<file path="src/rtl/if1_btb_if.sv">
// Fetch-side bus of the IF1 branch target buffer: the lookup PC, the
// registered prediction, the IF2 predecoder correction and the EX resolution.
interface if1_btb_if;
  logic        stall;
  logic [31:0] pc;
  logic [33:0] brtype_pcpre;
  logic [31:0] pred_pc;
  logic        upd_valid;
  logic [31:0] upd_pc;
  logic [33:0] upd_type_pcpre;
  logic        ex_valid;
  logic [31:0] ex_pc;
  logic        ex_taken;
  logic [31:0] ex_target;

  // Fetch unit / pipeline side
  modport master (
    output stall, pc, upd_valid, upd_pc, upd_type_pcpre,
           ex_valid, ex_pc, ex_taken, ex_target,
    input  brtype_pcpre, pred_pc
  );

  // Branch target buffer side
  modport slave (
    input  stall, pc, upd_valid, upd_pc, upd_type_pcpre,
           ex_valid, ex_pc, ex_taken, ex_target,
    output brtype_pcpre, pred_pc
  );
endinterface

</file>
<file path="src/rtl/if1_btb.sv">
// Direct-mapped branch target buffer for IF1. Looks up the fetch PC, registers
// {type, next_pc} for IF2, and is trained by IF2 predecode corrections and EX
// branch resolutions. IF2 wins when both hit the same entry in one cycle.
module if1_btb #(
  parameter int IDX_W = 4
) (
  input  logic     clk,
  input  logic     rstn,
  if1_btb_if.slave bus
);
  localparam int N     = 1 << IDX_W;
  localparam int TAG_W = 30 - IDX_W;

  logic             valid_q [N];
  logic [TAG_W-1:0] tag_q   [N];
  logic [1:0]       type_q  [N];
  logic [31:0]      tgt_q   [N];
  logic [1:0]       cnt_q   [N];

  logic [33:0] pred_p1;
  logic [31:0] pc_p1;

  function automatic logic [1:0] cnt_inc(input logic [1:0] c);
    return (c == 2'b11) ? c : c + 2'b01;
  endfunction

  function automatic logic [1:0] cnt_dec(input logic [1:0] c);
    return (c == 2'b00) ? c : c - 2'b01;
  endfunction

  // Lookup decode
  logic [IDX_W-1:0] lk_idx;
  logic [TAG_W-1:0] lk_tag;
  logic [31:0]      pc_inc;
  logic             lk_hit;
  logic [33:0]      pred_p0;

  assign lk_idx = bus.pc[IDX_W+1:2];
  assign lk_tag = bus.pc[31:IDX_W+2];
  assign pc_inc = bus.pc + 32'd4;

  // Next prediction from the pre-write table contents
  always_comb begin
    pred_p0 = {2'b00, pc_inc};
    lk_hit  = valid_q[lk_idx] && (tag_q[lk_idx] == lk_tag);
    if (lk_hit) begin
      case (type_q[lk_idx])
        2'b10, 2'b11: pred_p0 = {type_q[lk_idx], tgt_q[lk_idx]};
        2'b01:        pred_p0 = cnt_q[lk_idx][1] ? {2'b01, tgt_q[lk_idx]}
                                                 : {2'b01, pc_inc};
        default:      pred_p0 = {2'b00, pc_inc};
      endcase
    end
  end

  // Update decode
  logic [IDX_W-1:0] u_idx, e_idx;
  logic [TAG_W-1:0] u_tag, e_tag;
  logic [1:0]       u_type;
  logic [31:0]      u_fact;
  logic             u_seq, u_wr, u_inv;
  logic             e_hit, e_blk, e_cond, e_tgt;
  logic             unused_ex_lo;

  assign u_idx  = bus.upd_pc[IDX_W+1:2];
  assign u_tag  = bus.upd_pc[31:IDX_W+2];
  assign u_type = bus.upd_type_pcpre[33:32];
  assign u_fact = bus.upd_type_pcpre[31:0];
  assign u_seq  = (u_fact == bus.upd_pc + 32'd4);
  assign e_idx  = bus.ex_pc[IDX_W+1:2];
  assign e_tag  = bus.ex_pc[31:IDX_W+2];
  assign unused_ex_lo = ^bus.ex_pc[1:0];

  // Classify this cycle's IF2 and EX table updates
  always_comb begin
    u_wr   = bus.upd_valid && (u_type != 2'b00);
    u_inv  = bus.upd_valid && (u_type == 2'b00) &&
             valid_q[u_idx] && (tag_q[u_idx] == u_tag);
    e_hit  = bus.ex_valid && valid_q[e_idx] && (tag_q[e_idx] == e_tag);
    e_blk  = bus.upd_valid && (u_idx == e_idx);
    e_cond = e_hit && !e_blk && (type_q[e_idx] == 2'b01);
    e_tgt  = e_hit && !e_blk && bus.ex_taken &&
             ((type_q[e_idx] == 2'b01) || (type_q[e_idx] == 2'b11));
  end

  // Entry valid bits and direction counters
  always_ff @(posedge clk or negedge rstn) begin
    if (!rstn) begin
      for (int i = 0; i < N; i++) begin
        valid_q[i] <= 1'b0;
        cnt_q[i]   <= 2'b01;
      end
    end else begin
      for (int i = 0; i < N; i++) begin
        if (u_wr && (u_idx == IDX_W'(i))) begin
          valid_q[i] <= 1'b1;
          if (u_type == 2'b01) cnt_q[i] <= u_seq ? 2'b01 : 2'b10;
        end else if (u_inv && (u_idx == IDX_W'(i))) begin
          valid_q[i] <= 1'b0;
        end else if (e_cond && (e_idx == IDX_W'(i))) begin
          cnt_q[i] <= bus.ex_taken ? cnt_inc(cnt_q[i]) : cnt_dec(cnt_q[i]);
        end
      end
    end
  end

  // Entry tag, type and target; meaningless until valid is set
  always_ff @(posedge clk) begin
    for (int i = 0; i < N; i++) begin
      if (u_wr && (u_idx == IDX_W'(i))) begin
        tag_q[i]  <= u_tag;
        type_q[i] <= u_type;
        if ((u_type != 2'b01) || !u_seq) tgt_q[i] <= u_fact;
      end else if (e_tgt && (e_idx == IDX_W'(i))) begin
        tgt_q[i] <= bus.ex_target;
      end
    end
  end

  // ---- p0 -> p1: prediction register toward IF2, held on stall ----
  always_ff @(posedge clk or negedge rstn) begin
    if (!rstn) begin
      pred_p1 <= 34'h0;
      pc_p1   <= 32'h0;
    end else if (!bus.stall) begin
      pred_p1 <= pred_p0;
      pc_p1   <= bus.pc;
    end
  end

  assign bus.brtype_pcpre = pred_p1;
  assign bus.pred_pc      = pc_p1;
endmodule

</file>
<file path="src/flat_wrapper.sv">
// flat-port wrapper written by rule: the top's interface ports become plain ports
module if1_btb_flat 
#(
  parameter int IDX_W = 4
)
  (clk, rstn, bus_stall, bus_pc, bus_upd_valid, bus_upd_pc, bus_upd_type_pcpre, bus_ex_valid, bus_ex_pc, bus_ex_taken, bus_ex_target, bus_brtype_pcpre, bus_pred_pc);
  if1_btb_if bus_i ();
  input  logic clk;
  input  logic rstn;
  input wire logic [$bits(bus_i.stall)-1:0] bus_stall;
  input wire logic [$bits(bus_i.pc)-1:0] bus_pc;
  input wire logic [$bits(bus_i.upd_valid)-1:0] bus_upd_valid;
  input wire logic [$bits(bus_i.upd_pc)-1:0] bus_upd_pc;
  input wire logic [$bits(bus_i.upd_type_pcpre)-1:0] bus_upd_type_pcpre;
  input wire logic [$bits(bus_i.ex_valid)-1:0] bus_ex_valid;
  input wire logic [$bits(bus_i.ex_pc)-1:0] bus_ex_pc;
  input wire logic [$bits(bus_i.ex_taken)-1:0] bus_ex_taken;
  input wire logic [$bits(bus_i.ex_target)-1:0] bus_ex_target;
  output wire logic [$bits(bus_i.brtype_pcpre)-1:0] bus_brtype_pcpre;
  output wire logic [$bits(bus_i.pred_pc)-1:0] bus_pred_pc;
  assign bus_i.stall = bus_stall;
  assign bus_i.pc = bus_pc;
  assign bus_i.upd_valid = bus_upd_valid;
  assign bus_i.upd_pc = bus_upd_pc;
  assign bus_i.upd_type_pcpre = bus_upd_type_pcpre;
  assign bus_i.ex_valid = bus_ex_valid;
  assign bus_i.ex_pc = bus_ex_pc;
  assign bus_i.ex_taken = bus_ex_taken;
  assign bus_i.ex_target = bus_ex_target;
  assign bus_brtype_pcpre = bus_i.brtype_pcpre;
  assign bus_pred_pc = bus_i.pred_pc;
  if1_btb #(.IDX_W(IDX_W)) u_core (.clk(clk), .rstn(rstn), .bus(bus_i));
endmodule
</file>
<file path="config.mk">
export PLATFORM = sky130hd
export DESIGN_NAME = if1_btb_flat
export DESIGN_NICKNAME = d
export VERILOG_FILES = /design/src/rtl/if1_btb_if.sv /design/src/rtl/if1_btb.sv /design/src/flat_wrapper.sv
export SDC_FILE = /design/constraint.sdc
export NUM_CORES = 2
export LEC_CHECK = 0
export ABC_CLOCK_PERIOD_IN_PS = 9400
export CAP_MARGIN = 20
export CELL_PAD_IN_SITES_DETAIL_PLACEMENT = 1
export CELL_PAD_IN_SITES_GLOBAL_PLACEMENT = 2
export CORE_MARGIN = 8
export CORE_UTILIZATION = 50
export DETAILED_ROUTE_END_ITERATION = 6
export PLACE_DENSITY_LB_ADDON = 0.1
export REMOVE_ABC_BUFFERS = 1
export SYNTH_ARGS = -nofsm -noshare
export SYNTH_HDL_FRONTEND = slang
export SYNTH_SLANG_ARGS = --single-unit
</file>
<file path="constraint.sdc">
create_clock -name clk -period 9.4 [get_ports clk]
set_clock_uncertainty 0.05 [all_clocks]
set_input_delay 1.41 -clock clk [delete_from_list [all_inputs] [get_ports clk]]
set_output_delay 1.41 -clock clk [all_outputs]
set_load 0.05 [all_outputs]
</file>
==> impl_metrics.csv <==
group,metric,value,unit
setup_path,critical_path_class,"input pin to register",
run_status,outcome,"complete, no violations",
yosys,synth_area_per_cell,15.5,sq um
global_route,grt_use_total,0.340,
global_route,antenna_found_initial,22,
setup_path,critPathCaptureType,"register",
timing,rsz0062_at_grt,"no",
power,vdd_drop_max,186,uV
setup_path,path_max_fanout,60,
final_layout,final_layout_size_suffix_gt1_frac,0.350,
global_route,grt_pass1_wl,321000,um
yosys,ys_seq_area_frac,0.528,
yosys,synthTopCellsByArea,"edfxtp_1, mux4_2, mux2_2, dfrtp_1, mux2i_1",
clock_network,cts_tree,"done",
clock_network,clock_path_buffers,3,
clock_network,cts.sinks,1074,
global_route,grt_max_degree,84,
timing,tns,0,ps
yosys,synth_edf_count,960,
global_route,grt_overflow_total,0,
drt,avgRoutedWirePerCell,39.9,um
placed_design,dpl-instance-area,0.0638,sq mm
yosys,ys_ff_latch,1074,
setup_path,crit_family,"buffers and inverters",
power,leakage,0.0225,uW
yosys,async_flop_share,0.106,
timing,hold_viol_final,0,
setup_path,slowest_stage,"buf_4",
setup_path,startpoint_type,"input pin",
clock_network,root_buffer,"clkbuf_16",
worst_hold_path,min_path_type,"register to register",
drt,antenna_left,0,
placed_design,place_congestion,0.920,
clock_network,clk_latency,750,ps
setup_path,crit_chain,"buf_4 -> buf_4 -> mux4_2 -> mux2i_1 -> o21a_1 -> o2111ai_1 -> nor4_1 -> o2111a_1 -> and4_4 -> nand2_2 -> nor3_4 -> buf_4 -> mux2_2",
timing,setup_ws,2560,ps
timing,setup_violations,0,
yosys,netlist.area_leader.share,0.480,
timing,relSlewSlack,0.207,
drt,drt_iter0_markers,5145,
drt,viasPerCell,7.07,
drt,drc,0,
final_layout,fillers,11000,
yosys,ys_warn_count,0,
clock_network,htreeDepth,3,
clock_network,post_cts_buffers,0,
timing,whs,437,ps
yosys,post-synth-top-area-cell,"edfxtp_1",
clock_network,cts_buffers,117,
floorplan,start_util,0.503,
yosys,synth_ff_type,"edfxtp_1",
placed_design,port_buffers,231,
drt,vias,40400,
timing,worstMarginPinSlew,1190,ps
yosys,synth_common_cells,"edfxtp_1, mux2_2, mux4_2",
yosys,yosysMostFrequentCell,"edfxtp_1",
clock_network,cts_resized,0,
placed_design,dp_hpwl,145000,um
timing,fin_crit_sh,0.728,
global_route,grt_pass1_vias,42100,
final_layout,fin_area,0.0679,sq mm
floorplan,fp-row-count,127,
timing,finalWorstPathRequiredPeriod,6840,ps
setup_path,critPathArrivalTime,7270,ps
yosys,syn_inst,3880,
clock_network,clkTransAtPathRegs,60,ps
setup_path,path_buf_inv,3,
drt,first_pass_iters,5,
timing,slew_viol_final,0,
placed_design,place_ws,1940,ps
setup_path,path_common_cell,"buf_4",
floorplan,dieArea,0.131,sq mm
floorplan,die_w,363,um
setup_path,crit_required,9830,ps
final_layout,nets,4170,
power,power_density,177,mW/mm^2
timing,fmaxAchievable,146,MHz
drt,wl,228000,um
floorplan,die_h,363,um
final_layout,area_growth,13.0,%
flow_run,cap_violations,0,
floorplan,ios,234,
clock_network,hold_buffers,0,
yosys,ys_types,93,
yosys,synth.cell_area,0.0601,sq mm
setup_path,slowest_delay,890,ps
floorplan,fp.coreArea,0.119,sq mm
layout make-up:
class | count | area (sq um) | share of cell area
Antenna cell | 8 | 20.0 | 0.000295
Sequential cell | 1074 | 31700 | 0.467
Inverter | 41 | 154 | 0.00227
Clock inverter | 68 | 821 | 0.0121
Multi-Input combinational cell | 2402 | 26700 | 0.393
Tap cell | 1612 | 2020 | 0.0297
Clock buffer | 152 | 3220 | 0.0475
Timing Repair Buffer | 361 | 3300 | 0.0486
worst register-to-register path: cells and delay by family, from the launching register on:
family / cells / cell delay [ps]
muxes: 3 / 1720
DFF: 1 / 410
and+or+nand+nor: 3 / 1310
buffers and inverters: 1 / 630
AOI/OAI and AO/OA: 3 / 990
report_power, final:
group          internal (uW)  total (uW)  switching, uW
Sequential              5370        5490            121
Combinational            664        1640            973
Clock                   2900        4900           2000
through the flow:
| step | std cells | utilization | power [uW] |
|---|---|---|---|
| after floorplan | 3517 | - | 6360 |
| after global placement | 5488 | 0.534 | 7120 |
| after detailed placement | 5489 | 0.534 | 7190 |
| after CTS | 5709 | 0.568 | 12100 |
| after global routing | 5713 | 0.568 | 12300 |
| final | 5718 | 0.568 | 12000 |
layout by cell type (no fill, tap or decap), types with 19 or more instances in the layout:
cell type / instances
a21o_1: 24
nor2_1: 79
xor2_1: 56
nand2b_1: 22
mux2_2: 568
o22ai_1: 23
edfxtp_1: 960
mux2_1: 41
nor4_1: 22
nand3_1: 82
mux4_2: 440
clkinv_2: 24
xnor2_1: 94
nand2_1: 121
clkbuf_16: 120
a211oi_1: 24
clkbuf_1: 22
and3_1: 29
a22oi_1: 70
nor3_1: 57
dfrtp_1: 98
mux2i_1: 239
inv_1: 32
clkdlybuf4s50_1: 217
clkinv_1: 19
o21ai_0: 47
a21oi_1: 35
buf_4: 132
nand4_1: 36
routing by layer:
metal	share of wire	track usage	vias up
met4	0.055	0.161	20
li1	-	-	15900
met5	0.00061	0	-
met3	0.086	0.0727	594
met1	0.38	0.432	21500
met2	0.48	0.559	2337
flip-flops by register name, summed over array words and instances (netlist names):
name                     cells
u_core.valid_q              16
u_core.bus.pred_pc          32
u_core.tgt_q               512
u_core.bus.brtype_pcpre     34
u_core.type_q               32
u_core.tag_q               416
u_core.cnt_q                32
worst paths after layout:
check / slack, ps / cells past startpoint / startpoint / to
worst min register to register: 440 / 2 / u_core.cnt_q[14] / u_core.cnt_q[14]
max in group asynchronous: 7290 / 2 / rstn / u_core.bus.pred_pc[29]
min in group asynchronous: 650 / 1 / rstn / u_core.valid_q[1]
worst max-delay path: 2560 / 13 / bus_ex_pc[5] / u_core.tgt_q[13][30]
worst max register to register: 4030 / 10 / u_core.tag_q[11][0] / u_core.tgt_q[13][30]
worst min-delay path: 440 / 2 / u_core.cnt_q[14] / u_core.cnt_q[14]
cells by family (layout without fill, tap and decap cells):
group | Yosys count | count (layout) | synth area share
xor+xnor | 150 | 150 | 0.0219
flops | 1074 | 1074 | 0.528
other cells | 0 | 8 | 0
mux | 1288 | 1288 | 0.319
fa+ha+maj | 5 | 5 | 0.00104
compound gates | 382 | 382 | 0.0459
buf+inv | 404 | 622 | 0.0315
simple gates | 577 | 577 | 0.0531
No activity file was read; power rests on OpenSTA's default activity.
